--- src/rtl/wb_wide_initiator.sv ---
// Wishbone pipelined initiator: one 64-bit request becomes two 32-bit word accesses
// (low then high) inside a single bus cycle, with a per-word response timeout.
module wb_wide_initiator #(
  parameter int unsigned ADDR_WIDTH = 8,
  parameter int unsigned TIMEOUT    = 255
) (
  input  logic                  clk_i,
  input  logic                  rst_n_i,
  input  logic                  req_i,
  input  logic                  req_we_i,
  input  logic [ADDR_WIDTH-1:3] req_adr_i,
  input  logic [63:0]           req_dat_i,
  output logic                  busy_o,
  output logic                  done_o,
  output logic                  err_o,
  output logic [63:0]           rsp_dat_o,
  output logic                  wb_cyc_o,
  output logic                  wb_stb_o,
  output logic                  wb_we_o,
  output logic [ADDR_WIDTH-1:2] wb_adr_o,
  output logic [3:0]            wb_sel_o,
  output logic [31:0]           wb_dat_o,
  input  logic [31:0]           wb_dat_i,
  input  logic                  wb_ack_i,
  input  logic                  wb_err_i,
  input  logic                  wb_rty_i,
  input  logic                  wb_stall_i
);

  localparam logic [2:0] S_IDLE    = 3'd0;
  localparam logic [2:0] S_LO_STB  = 3'd1;
  localparam logic [2:0] S_LO_WAIT = 3'd2;
  localparam logic [2:0] S_HI_STB  = 3'd3;
  localparam logic [2:0] S_HI_WAIT = 3'd4;

  localparam logic [15:0] TO_LIMIT = 16'(TIMEOUT);

  logic [2:0]            state, state_nxt;
  logic                  we_q;
  logic [ADDR_WIDTH-1:3] adr_q;
  logic [63:0]           wdat_q;
  logic [31:0]           lo_q;
  logic [15:0]           to_cnt, to_cnt_nxt;
  logic                  to_hit;

  logic                  accept, enter_stb, finish, abort, lo_cap, fault;
  logic                  we_l;
  logic [ADDR_WIDTH-1:3] adr_l;
  logic [63:0]           wdat_l;
  logic                  cyc_nxt, stb_nxt, hi_nxt;
  logic [31:0]           dat_nxt;

  always_comb begin
    state_nxt = state;
    enter_stb = '0;
    finish    = '0;
    abort     = '0;
    lo_cap    = '0;
    fault     = wb_err_i | wb_rty_i | to_hit;
    case (state)
      S_IDLE: begin
        if (req_i) begin
          state_nxt = S_LO_STB;
          enter_stb = '1;
        end
      end
      S_LO_STB, S_LO_WAIT: begin
        if (fault) begin
          abort = '1;
        end else if (wb_ack_i) begin
          lo_cap    = '1;
          enter_stb = '1;
          state_nxt = S_HI_STB;
        end else if (state == S_LO_STB && !wb_stall_i) begin
          state_nxt = S_LO_WAIT;
        end
      end
      S_HI_STB, S_HI_WAIT: begin
        if (fault) begin
          abort = '1;
        end else if (wb_ack_i) begin
          finish = '1;
        end else if (state == S_HI_STB && !wb_stall_i) begin
          state_nxt = S_HI_WAIT;
        end
      end
      default: state_nxt = S_IDLE;
    endcase
    if (abort || finish) state_nxt = S_IDLE;
  end

  // Counter restarts at each strobe; to_hit mirrors (to_cnt == TIMEOUT) one register stage early.
  always_comb begin
    if (enter_stb || state_nxt == S_IDLE) to_cnt_nxt = '0;
    else if (to_cnt == '1)                to_cnt_nxt = to_cnt;
    else                                  to_cnt_nxt = to_cnt + 16'd1;
  end

  // Outputs are registered from the next state, so a fresh request uses the live inputs.
  assign accept  = (state == S_IDLE) && req_i;
  assign we_l    = accept ? req_we_i  : we_q;
  assign adr_l   = accept ? req_adr_i : adr_q;
  assign wdat_l  = accept ? req_dat_i : wdat_q;
  assign cyc_nxt = (state_nxt != S_IDLE);
  assign stb_nxt = (state_nxt == S_LO_STB) || (state_nxt == S_HI_STB);
  assign hi_nxt  = (state_nxt == S_HI_STB) || (state_nxt == S_HI_WAIT);
  assign dat_nxt = (cyc_nxt && we_l) ? (hi_nxt ? wdat_l[63:32] : wdat_l[31:0]) : '0;

  always_ff @(posedge clk_i or negedge rst_n_i) begin
    if (!rst_n_i) begin
      state     <= S_IDLE;
      we_q      <= '0;
      adr_q     <= '0;
      wdat_q    <= '0;
      lo_q      <= '0;
      to_cnt    <= '0;
      to_hit    <= '0;
      busy_o    <= '0;
      done_o    <= '0;
      err_o     <= '0;
      rsp_dat_o <= '0;
      wb_cyc_o  <= '0;
      wb_stb_o  <= '0;
      wb_we_o   <= '0;
      wb_adr_o  <= '0;
      wb_sel_o  <= '0;
      wb_dat_o  <= '0;
    end else begin
      state  <= state_nxt;
      to_cnt <= to_cnt_nxt;
      to_hit <= (to_cnt_nxt == TO_LIMIT);
      if (accept) begin
        we_q   <= req_we_i;
        adr_q  <= req_adr_i;
        wdat_q <= req_dat_i;
      end
      if (lo_cap) lo_q <= wb_dat_i;
      if (finish && !we_q) rsp_dat_o <= {wb_dat_i, lo_q};
      busy_o   <= cyc_nxt;
      done_o   <= finish | abort;
      err_o    <= abort;
      wb_cyc_o <= cyc_nxt;
      wb_stb_o <= stb_nxt;
      wb_we_o  <= cyc_nxt & we_l;
      wb_adr_o <= cyc_nxt ? {adr_l, hi_nxt} : '0;
      wb_sel_o <= cyc_nxt ? 4'hF : 4'h0;
      wb_dat_o <= dat_nxt;
    end
  end

endmodule

--- config.mk ---
export PLATFORM = sky130hd
export DESIGN_NAME = wb_wide_initiator
export DESIGN_NICKNAME = d
export VERILOG_FILES = /design/src/rtl/wb_wide_initiator.sv
export SDC_FILE = /design/constraint.sdc
export NUM_CORES = 1
export LEC_CHECK = 0
export BUFFER_PORTS_ARGS = -buffer_cell sky130_fd_sc_hd__buf_2
export CAP_MARGIN = 20
export CORE_UTILIZATION = 35
export CTS_CLUSTER_SIZE = 40
export DETAILED_ROUTE_END_ITERATION = 12
export MAX_ROUTING_LAYER = met4
export PLACE_DENSITY_LB_ADDON = 0.08
export SLEW_MARGIN = 20
export SYNTH_ARGS = -nofsm -noshare
export SYNTH_HDL_FRONTEND = slang
export SYNTH_SLANG_ARGS = --single-unit
--- constraint.sdc ---
create_clock -name clk_i -period 5 [get_ports clk_i]
set_clock_uncertainty 0.05 [all_clocks]
set_input_delay 0.75 -clock clk_i [delete_from_list [all_inputs] [get_ports clk_i]]
set_output_delay 0.75 -clock clk_i [all_outputs]
set_load 0.02 [all_outputs]
# After elaboration in Yosys (flattened, before gate mapping)
# Index checks and enable logic that the tools add are counted.
[classes]
addsub = 1
eq_ne = 9
mux = 26
bitwise_logic = 4
n_reduce_logical = 17
[ops]
columns = ["cell", "count"]
rows = [
  ["$mux W32", 2],
  ["$mux W64", 1],
  ["$mux W16", 2],
  ["$mux W3", 8],
  ["$add A16 B1 Y16 const B", 1],
  ["$eq A16 B16 Y1 const B", 1],
  ["$eq A16 B8 Y1 const B", 1],
  ["$eq A3 B2 Y1 const B", 3],
  ["$pmux W3 S3", 1],
  ["$mux W1", 8],
  ["$eq A3 B1 Y1 const B", 2],
  ["$eq A3 B3 Y1 const B", 2],
  ["$logic_not A3 Y1", 2],
  ["$mux W6", 1],
  ["$logic_and A1 B1 Y1", 5],
  ["$mux W5", 1],
  ["$logic_or A1 B1 Y1", 4],
  ["$mux W4", 1],
  ["$reduce_or A2 Y1", 2],
  ["$reduce_or A4 Y1", 1],
  ["$or A1 B1 Y1", 3],
  ["$reduce_bool A3 Y1", 1],
  ["$logic_not A1 Y1", 2],
  ["$pmux W1 S2", 1],
  ["$and A1 B1 Y1", 1],
]
[totals]
ff_bits = 233
inputBits = 109
output_inout_bits = 112
elab_cells = 73

# Longest topological paths before layout
# Gate-level depths: netlist of the first run.
[depth]
depth_word = 11
ltp_mapped = 8
depth_no_buf = 6

# Worst setup path before layout of the first run
# No wires, ideal clock.
[synth_timing]
kind = "input to register"
startpoint = "in wb_rty_i"
endpoint = "reg rsp_dat_o[10]"
setup_ns = 0.127
t_arrival_ns = 2.361
required_ns = 4.823
slack_ns = 2.462
cell_stages = 5
path_buffers = 2
path_cell_list = "or3_1 > clkbuf_1 > a2111oi_4 > buf_6 > mux2_1"
[synth_via]
elab_chain_cells = 5
[synth_lines]
columns = ["item", "line", "text"]
rows = [
  ["from (decl)", "26", "input logic wb_rty_i,"],
  ["$or A1 B1 Y1 (2 in a row)", "59", "fault = wb_err_i | wb_rty_i | to_hit;"],
  ["$mux W1", "79", "if (fault) begin"],
  ["$mux W1", "60", "case (state)"],
  ["$logic_and A1 B1 Y1", "138", "if (finish && !we_q) rsp_dat_o <= {wb_dat_i, lo_q};"],
  ["to (signal assigned)", "138", ""],
  ["to (decl)", "16", "output logic [63:0] rsp_dat_o,"],
]
# No other way between the ends.
# A chain may end at the register's enable or synchronous reset.

# Worst setup path after layout of the first run
[layout_timing]
startpoint = "reg state[0]"
endpoint = "reg wb_dat_o[20]"
[layout_via]
elab_chain_cells = 11
elab_cells_between_ends = 32
classes_between = "eq/ne: 6; mux: 15; reduce/logical: 11"
[layout_lines]
columns = ["item", "line", "text"]
rows = [
  ["from (decl)", "38", "logic [2:0] state, state_nxt;"],
  ["from (signal assigned)", "129", "state <= state_nxt;"],
  ["$eq A3 B2 Y1 or $eq A3 B1 Y1 (tied branches)", "60, 83, 74", ""],
  ["$logic_and A1 B1 Y1 (on tied branches)", "83, 74", ""],
  ["$mux W3 (on tied branches)", "83, 74", ""],
  ["$mux W3 (on tied branches)", "81, 70", ""],
  ["$mux W3 (on tied branches)", "79, 68", ""],
  ["$pmux W3 S3", "60", ""],
  ["$mux W3", "89", "if (abort || finish) state_nxt = S_IDLE;"],
  ["$eq A3 B2 Y1 or $eq A3 B3 Y1 (tied branches)", "106", "assign hi_nxt = (state_nxt == S_HI_STB) || (state_nxt == S_HI_WAIT);"],
  ["$logic_or A1 B1 Y1", "106", ""],
  ["$mux W32", "107", "assign dat_nxt = (cyc_nxt && we_l) ? (hi_nxt ? wdat_l[63:32] : wdat_l[31:0]) : '0;"],
  ["$mux W32 (*)", "107", ""],
  ["named net dat_nxt[20]", "51", "logic [31:0] dat_nxt;"],
  ["to (signal assigned)", "147", "wb_dat_o <= dat_nxt;"],
  ["to (decl)", "22", "output logic [31:0] wb_dat_o,"],
]
# The timed path passes the listed nets; every way through them passes the cells marked *.

==> metrics.cfg, run 1 <==
[clock_network]
cts.clk_slew.worst_paths_ns = 0.06
cts_hold_buf = 0
clock-root-buffer = clkbuf_16
cts.sinks = 229
cts.repair.resized = 0
tritoncts = done
insertion_delay_ns = 0.52
cts_made_buffers = 25
cts.path.max_buffers = 3
h-tree-depth = 1
postCtsSetupRepairBufs = 0

[route]
routed_wl_um = 21400
drt-pass1-iter-count = 4
post_drt_via_cell_ratio = 4.94
route.vias.total = 6023
ant_nets = 0
drc = 0
wl_per_cell_um = 17.6
drt_iter0_drc = 378

[timing]
worst_slack_ns = 2.05
fin_hold_ws_ns = 0.0455
fmax_mhz = 339
finalHoldViolCount = 0
final.min_clock_period_ns = 2.95
rsz0062_at_grt = no
setup_viol = 0
tightestPinTransition_ns = 0.948
tns_ns = 0
max_slew_margin_pct = 36.8
slew_violations = 0
min_period_over_period_pct = 59.0

[synth]
synth_mux_area_share_pct = 23.8
ys_types = 52
ys_ff_latch = 229
synth_async_sr_flop_share_pct = 100
synth_top_family_by_area = multiplexers
netlist_area_um2 = 9290
synth_compound_area_share_pct = 3.41
avgSynthCellArea_um2 = 14.2
yosys_warnings = 0
synth-seq-area-share_pct = 61.7
synth_nets = 765
synth_edf_count = 0
synthSimpleGateAreaFrac_pct = 7.01
synthCells = 655
synth_fa_ha_area_share_pct = 0.135
synth_top_flop_cell = dfrtp_1
synthXorXnorAreaFrac_pct = 0.849

[power_and_ir_drop]
seqPwrFrac_pct = 45.7
p_int_mw = 3.80
pwr-share-clk_pct = 36.5
powerDensity_nw_per_um2 = 446
power_mw = 5.14
ir_drop_v = 0.000276
comb_power_share_pct = 17.9
swShare_pct = 26.1
p_leak_nw = 5.85
p_switching_mw = 1.34

[layout]
syn2layout_area_growth_pct = 24.2
ff_latch_area_um2 = 5730
fillers = 2394
drive_gt1_share_pct = 43.1
diodes = 0
finalNonFillerCells = 1218
final_cell_mix = dfrtp_1 (229), buf_2 (219), mux2_2 (105)
fin_nets = 974
multi_input_area_um2 = 3300
final_common_cell = dfrtp_1

[critical_path]
worst_setup_path_start_kind = flop
cp_data_arrival_time_ns = 3.25
critPathRequiredTime_ns = 5.30
critical_path_class = reg2reg
endpoint_kind = flop
cp_max_fo = 33

[die]
ioPinCount = 221
die_w_um = 165
rows = 59
die_area_um2 = 27200
core_um2 = 26100
start_util_pct = 35.6
die_h_um = 165

[placement]
dp_slack_ns = 1.75
portBuffers = 220
dp.cells = 1171
place.gp.congestion = 0.881
dp_hpwl_um = 14500

[run]
maxCapViolations = 0

[status]
outcome = completed

[grt]
grt_max_degree = 133
grt_usage_pct = 16.4
grt_pass1_vias = 6438
antenna_found_initial = 0
grt_pass1_wl_um = 34000
grt_overflow = 0

[min_path]
worstHoldPathType = in2async

state kept, by name, summed over array words and instances (netlist names), 3 cells and up:
register,flops
adr_q,5
lo_q,32
rsp_dat_o,64
state,3
to_cnt,16
wb_adr_o,6
wb_dat_o,32
wdat_q,64
worst max-delay path: stages, from the launching register on:
cell,delay (ns)
dfrtp_1,0.55
or3_4,0.47
nor2_4,0.09
buf_4,0.42
mux2i_4,0.73
buf_4,0.38
nor3_1,0.09
kinds of logic after synthesis:
kind of cell,after synthesis
flip-flops,229
buffers and inverters,54
AND/OR/NAND/NOR,119
AO/OA/AOI/OAI,43
XOR/XNOR,9
multiplexers,200
adder cells (fa/ha/maj),1
per-stage QoR:
| step | utilization (%) | area (um2) |
|---|---|---|
| floorplan | - | 9290 |
| global placement | 40.9 | 10600 |
| detailed placement | 40.9 | 10600 |
| CTS | 44.1 | 11500 |
| global route | 44.3 | 11500 |
| finish | 44.3 | 11500 |
power by group through the flow:
stage	registers, mW	logic (mW)	clock network [mW]
3_3_place_gp	2.36	0.903	0
2_1_floorplan	2.46	0.519	0
6_report	2.35	0.919	1.88
4_1_cts	2.35	0.939	1.95
5_1_grt	2.39	1.00	2.02
3_5_place_dp	2.38	0.936	0
cell type report:
class                      instances  area share [%]
clock buffer                      37            6.34
tap                              335            3.63
sequential                       229            49.7
clock inverter                     9            1.07
inverter                           9           0.293
timing repair buffer             227            10.4
multi-input combinational        372            28.6
worst paths after layout:
| kind | to | from | slack, ns | cells after the start |
|---|---|---|---|---|
| min reg2reg | rsp_dat_o[37]$_DFFE_PN0P_ | rsp_dat_o[37]$_DFFE_PN0P_ | 0.43 | 1 |
| min | rsp_dat_o[56]$_DFFE_PN0P_ | rst_n_i | 0.05 | 1 |
| max reg2reg | wb_dat_o[20]$_DFF_PN0_ | state[0]$_DFF_PN0_ | 2.05 | 6 |
| max in group asynchronous | state[0]$_DFF_PN0_ | rst_n_i | 4.04 | 2 |
| min in group clk_i | rsp_dat_o[45]$_DFFE_PN0P_ | wb_dat_i[13] | 0.41 | 2 |
| max | wb_dat_o[20]$_DFF_PN0_ | state[0]$_DFF_PN0_ | 2.05 | 6 |
synth_stat cells, drive strengths merged, types with 3 or more instances:
cell type  count  area share (%)
a31oi          7            0.47
inv            9            0.36
and3           5            0.34
clkbuf        15            0.61
xor2           4            0.38
nor4           5            0.34
nand2b         3            0.20
a211oi         5            0.40
a21oi          8            0.43
nor3          43             2.3
nand4          7            0.47
nor2b          5            0.34
nand2         14            0.57
mux2         165              20
mux2i         35             3.8
nor2          15            0.69
buf           30             2.2
dfrtp        229              62
o21ai          3            0.16
nand3          8            0.43
xnor2          5            0.47
and4           4            0.38
layer usage:
metal,up-vias,wire [um],track usage [%]
li1,2765,-,-
met1,3034,9100,20.2
met2,189,10400,27.2
met3,35,1370,3.52
met4,0,514,4.67
met5,-,0,-
No activity file was read; power rests on OpenSTA's default activity.
==> inputs of run 2 (changes only) <==
==> constraint.sdc (replaced) <==
create_clock -name clk_i -period 2.5 [get_ports clk_i]
set_clock_uncertainty 0.05 [all_clocks]
set_input_delay 0.375 -clock clk_i [delete_from_list [all_inputs] [get_ports clk_i]]
set_output_delay 0.375 -clock clk_i [all_outputs]
set_load 0.02 [all_outputs]
==> metrics.cfg, run 2 (synthesized netlist as in run 1, its figures left out) <==
[critical_path]
cp_max_fo = 7
crit_chain = ha_1, and3_1, nand4_1, a2111oi_0, o22ai_1, nor4_1
endpoint_kind = flop
critPathRequiredTime_ns = 2.86
critical-path-max-stage-delay_ns = 0.45
worst_setup_path_start_kind = flop
r2r_cells = 6
critPathSlowestCell = dfrtp_1
cp_data_arrival_time_ns = 2.62
critical_path_class = reg2reg

[grt]
grt_overflow = 0
grt_max_degree = 70
antenna_found_initial = 1
grt_usage_pct = 16.5
grt_pass1_vias = 6280
grt_pass1_wl_um = 34000

[route]
drc = 0
ant_nets = 0
drt_iter0_drc = 341
drt-pass1-iter-count = 4
routed_wl_um = 21500
wl_per_cell_um = 17.4
route.vias.total = 6058
post_drt_via_cell_ratio = 4.90

[timing]
setup_viol = 0
tightestPinTransition_ns = 0.577
final.min_clock_period_ns = 2.26
slew_violations = 0
max_slew_margin_pct = 61.5
worst_slack_ns = 0.239
rsz0062_at_grt = no
finalHoldViolCount = 0
min_period_over_period_pct = 90.4
fin_hold_ws_ns = 0.0328
tns_ns = 0
fmax_mhz = 442

[layout]
finalNonFillerCells = 1236
drive_gt1_share_pct = 43.9
final_common_cell = dfrtp_1
syn2layout_area_growth_pct = 26.0
fin_area_um2 = 11700
fillers = 2363
multi_input_area_um2 = 3300
ff_latch_area_um2 = 5730
fin_nets = 993
reg_top3 = rsp_dat_o: 64 flops, wdat_q: 64 flops
final_cell_mix = dfrtp_1 (229), buf_2 (219), mux2_2 (105)
fin_util_pct = 44.9

[power_and_ir_drop]
p_leak_nw = 5.94
power_mw = 10.2
powerDensity_nw_per_um2 = 873
ir_drop_v = 0.000540

[clock_network]
cts.sinks = 229
cts.path.max_buffers = 3
h-tree-depth = 1
cts.repair.resized = 0
insertion_delay_ns = 0.52
cts_made_buffers = 26
cts_hold_buf = 1
cts.clk_slew.worst_paths_ns = 0.06
tritoncts = done
postCtsSetupRepairBufs = 0
clock-root-buffer = clkbuf_16

[die]
die_h_um = 165
start_util_pct = 35.6
die_w_um = 165
die_area_um2 = 27200
rows = 59
ioPinCount = 221
core_um2 = 26100

[status]
outcome = completed

[min_path]
worstHoldPathType = in2reg
whs_path_depth = 2

[run]
maxCapViolations = 0

[placement]
dp_slack_ns = 0.241
portBuffers = 220
place.gp.congestion = 0.853
dp.cells = 1189
place_area_um2 = 10900
dp_hpwl_um = 15000

-- run 2: where the power goes --
group	internal (mW)	switching, mW	total (mW)
clock network	2.22	1.43	3.65
logic	0.886	0.998	1.88
registers	4.42	0.257	4.68
-- run 2: critical path, delay by kind of cell, from the launching register on --
family / cells / cell delay, ns
flops: 1 / 0.45
fa+ha+maj: 1 / 0.29
compound gates: 2 / 0.61
simple gates: 3 / 0.75
-- run 2: final cells by class --
type	instances	area share (%)
inverter	9	0.289
multi-input combinational	372	28.2
timing repair buffer	245	11.9
antenna	1	0.0214
tap	335	3.58
clock inverter	5	0.449
sequential	229	49.0
clock buffer	40	6.62
-- run 2: path summary, 6_finish.rpt --
check / start / to / slack [ns]
min: wb_dat_i[22] / rsp_dat_o[54]$_DFFE_PN0P_ / 0.03
min in group asynchronous: rst_n_i / wb_adr_o[5]$_DFF_PN0_ / 0.36
max: to_cnt[0]$_DFF_PN0_ / to_hit$_DFF_PN0_ / 0.24
min reg2reg: lo_q[18]$_DFFE_PN0P_ / rsp_dat_o[18]$_DFFE_PN0P_ / 0.43
max reg2reg: to_cnt[0]$_DFF_PN0_ / to_hit$_DFF_PN0_ / 0.24
max in group asynchronous: rst_n_i / lo_q[1]$_DFFE_PN0P_ / 1.28
-- run 2: metal layers --
layer	track usage (%)	part of all wire, %
met5	-	0
met4	4.30	2.1
met3	4.22	6.6
met2	26.3	48
met1	20.9	44
==> inputs of run 3 (changes only) <==
--- a/config.mk
+++ b/config.mk
@@ -7,12 +7,13 @@
 export LEC_CHECK = 0
 export BUFFER_PORTS_ARGS = -buffer_cell sky130_fd_sc_hd__buf_2
 export CAP_MARGIN = 20
+export CELL_PAD_IN_SITES_DETAIL_PLACEMENT = 1
+export CELL_PAD_IN_SITES_GLOBAL_PLACEMENT = 1
 export CORE_UTILIZATION = 35
 export CTS_CLUSTER_SIZE = 40
 export DETAILED_ROUTE_END_ITERATION = 12
 export MAX_ROUTING_LAYER = met4
 export PLACE_DENSITY_LB_ADDON = 0.08
-export SLEW_MARGIN = 20
 export SYNTH_ARGS = -nofsm -noshare
 export SYNTH_HDL_FRONTEND = slang
 export SYNTH_SLANG_ARGS = --single-unit
==> metrics.cfg, run 3 (synthesized netlist as in run 1, its figures left out) <==
[status]
outcome = completed

[route]
route.vias.total = 6111
wl_per_cell_um = 18.6
ant_nets = 0
drt_iter0_drc = 241
post_drt_via_cell_ratio = 4.94
drc = 0
drt-pass1-iter-count = 4
routed_wl_um = 23000

[grt]
grt_overflow = 0
grt_pass1_vias = 6574
antenna_found_initial = 0
grt_usage_pct = 17.7
grt_pass1_wl_um = 36400
grt_max_degree = 65

[min_path]
worstHoldPathType = in2reg
hp-start = wb_dat_i[20]
whs_path_depth = 2

[power_and_ir_drop]
p_leak_nw = 5.96
ir_drop_v = 0.000647
powerDensity_nw_per_um2 = 885
power_mw = 10.4

[layout]
finalNonFillerCells = 1236
ff_latch_area_um2 = 5730
final_cell_mix = dfrtp_1 (229), buf_2 (219), mux2_2 (105)
diodes = 0
drive_gt1_share_pct = 44.5
fin_nets = 992
final_common_cell = dfrtp_1
syn2layout_area_growth_pct = 26.6
fillers = 2714
multi_input_area_um2 = 3300
reg_top3 = rsp_dat_o: 64 flops, wdat_q: 64 flops

[critical_path]
cp_data_arrival_time_ns = 2.60
crit_cells = 4
r2r_end = rsp_dat_o[57]$_DFFE_PN0P_
critPathCapture = rsp_dat_o[57]$_DFFE_PN0P_
startpoint = state[2]$_DFF_PN0_
critical_path_class = reg2reg
critical-path-max-stage-delay_ns = 0.45
critPathSlowestCell = dfrtp_1
critPathRequiredTime_ns = 2.85
cp_max_fo = 64
timing.critical_path.buf_inv = 1
r2r_start = state[2]$_DFF_PN0_
regToRegSetupSlack_ns = 0.25
worst_setup_path_start_kind = flop
r2r_cells = 4
path_delay_family = flip-flops
crit_chain = or3b_1, a2111oi_4, buf_12, mux2_1
endpoint_kind = flop

[timing]
tightestPinTransition_ns = 0.498
setup_viol = 0
slew_violations = 0
tns_ns = 0
fin_hold_ws_ns = 0.0197
min_period_over_period_pct = 90.0
worst_slack_ns = 0.250
finalHoldViolCount = 0
final.min_clock_period_ns = 2.25
rsz0062_at_grt = no
fmax_mhz = 444
max_slew_margin_pct = 66.5

[die]
core_um2 = 26100
start_util_pct = 35.6
ioPinCount = 221
die_w_um = 165
die_area_um2 = 27200
die_h_um = 165
rows = 59

[placement]
dp_slack_ns = 0.220
portBuffers = 220
dp.cells = 1188
place.gp.congestion = 0.830
dp_hpwl_um = 16200

[clock_network]
insertion_delay_ns = 0.53
cts.clk_slew.worst_paths_ns = 0.06
clock-root-buffer = clkbuf_16
h-tree-depth = 1
cts.sinks = 229
tritoncts = done
cts.path.max_buffers = 3
cts_made_buffers = 26

[run]
maxCapViolations = 0

## run 3: changes by cell type in the layout (fill, tap and decap cells not counted), moves of 2 or more
cell	change
buf_4	-3
buf_12	+2
clkinv_2	+2
clkbuf_1	-4
## run 3: final cells by class
class | instances | share of cell area [%]
timing repair buffer | 244 | 12.0
inverter | 9 | 0.287
multi-input combinational | 372 | 28.1
tap | 335 | 3.56
sequential | 229 | 48.7
clock inverter | 12 | 1.14
clock buffer | 35 | 6.25
## run 3: how the worst min path moves through the flow
stage,to,slack (ns)
finish,rsp_dat_o[52]$_DFFE_PN0P_,0.02
global placement,wb_adr_o[2]$_DFF_PN0_,0.30
global route,rsp_dat_o[49]$_DFFE_PN0P_,0.006
CTS,rsp_dat_o[52]$_DFFE_PN0P_,0.0005
floorplan,adr_q[3]$_DFF_PN0_,0.03
detailed placement,wb_sel_o[2]$_DFF_PN0_,0.31
## run 3: what timing repair did
item	in CTS	in global routing
endpoints found under the setup margin	0	1
hold buffers	1	0
buffers inserted	0	0
hold endpoints to repair	59	0
gates resized for setup	0	2
## run 3: per-stage QoR
stage,utilization [%],instance area (um2)
6_report,45.1,11800
5_1_grt,45.1,11800
4_1_cts,45.1,11800
3_5_place_dp,41.7,10900
3_3_place_gp,41.7,10900
2_1_floorplan,-,9290
## run 3: routing by layer
| metal | global-route usage [%] | vias up | wire length [um] |
|---|---|---|---|
| li1 | - | 2806 | - |
| met4 | 4.00 | 0 | 375 |
| met2 | 28.8 | 153 | 11400 |
| met1 | 23.1 | 3129 | 10100 |
| met5 | - | - | 0 |
| met3 | 3.09 | 23 | 1130 |
## run 3: worst register-to-register path, stage by stage, from the launching register on
cell,delay (ns)
dfrtp_1,0.45
or3b_1,0.45
a2111oi_4,0.39
buf_12,0.36
mux2_1,0.43
## run 3: where the power goes
group / internal [mW] / switching [mW] / leakage, nW
combinational: 0.912 / 1.03 / 2.60
clock: 2.27 / 1.50 / 0.425
sequential: 4.42 / 0.270 / 2.94
total: 7.61 / 2.80 / 5.96
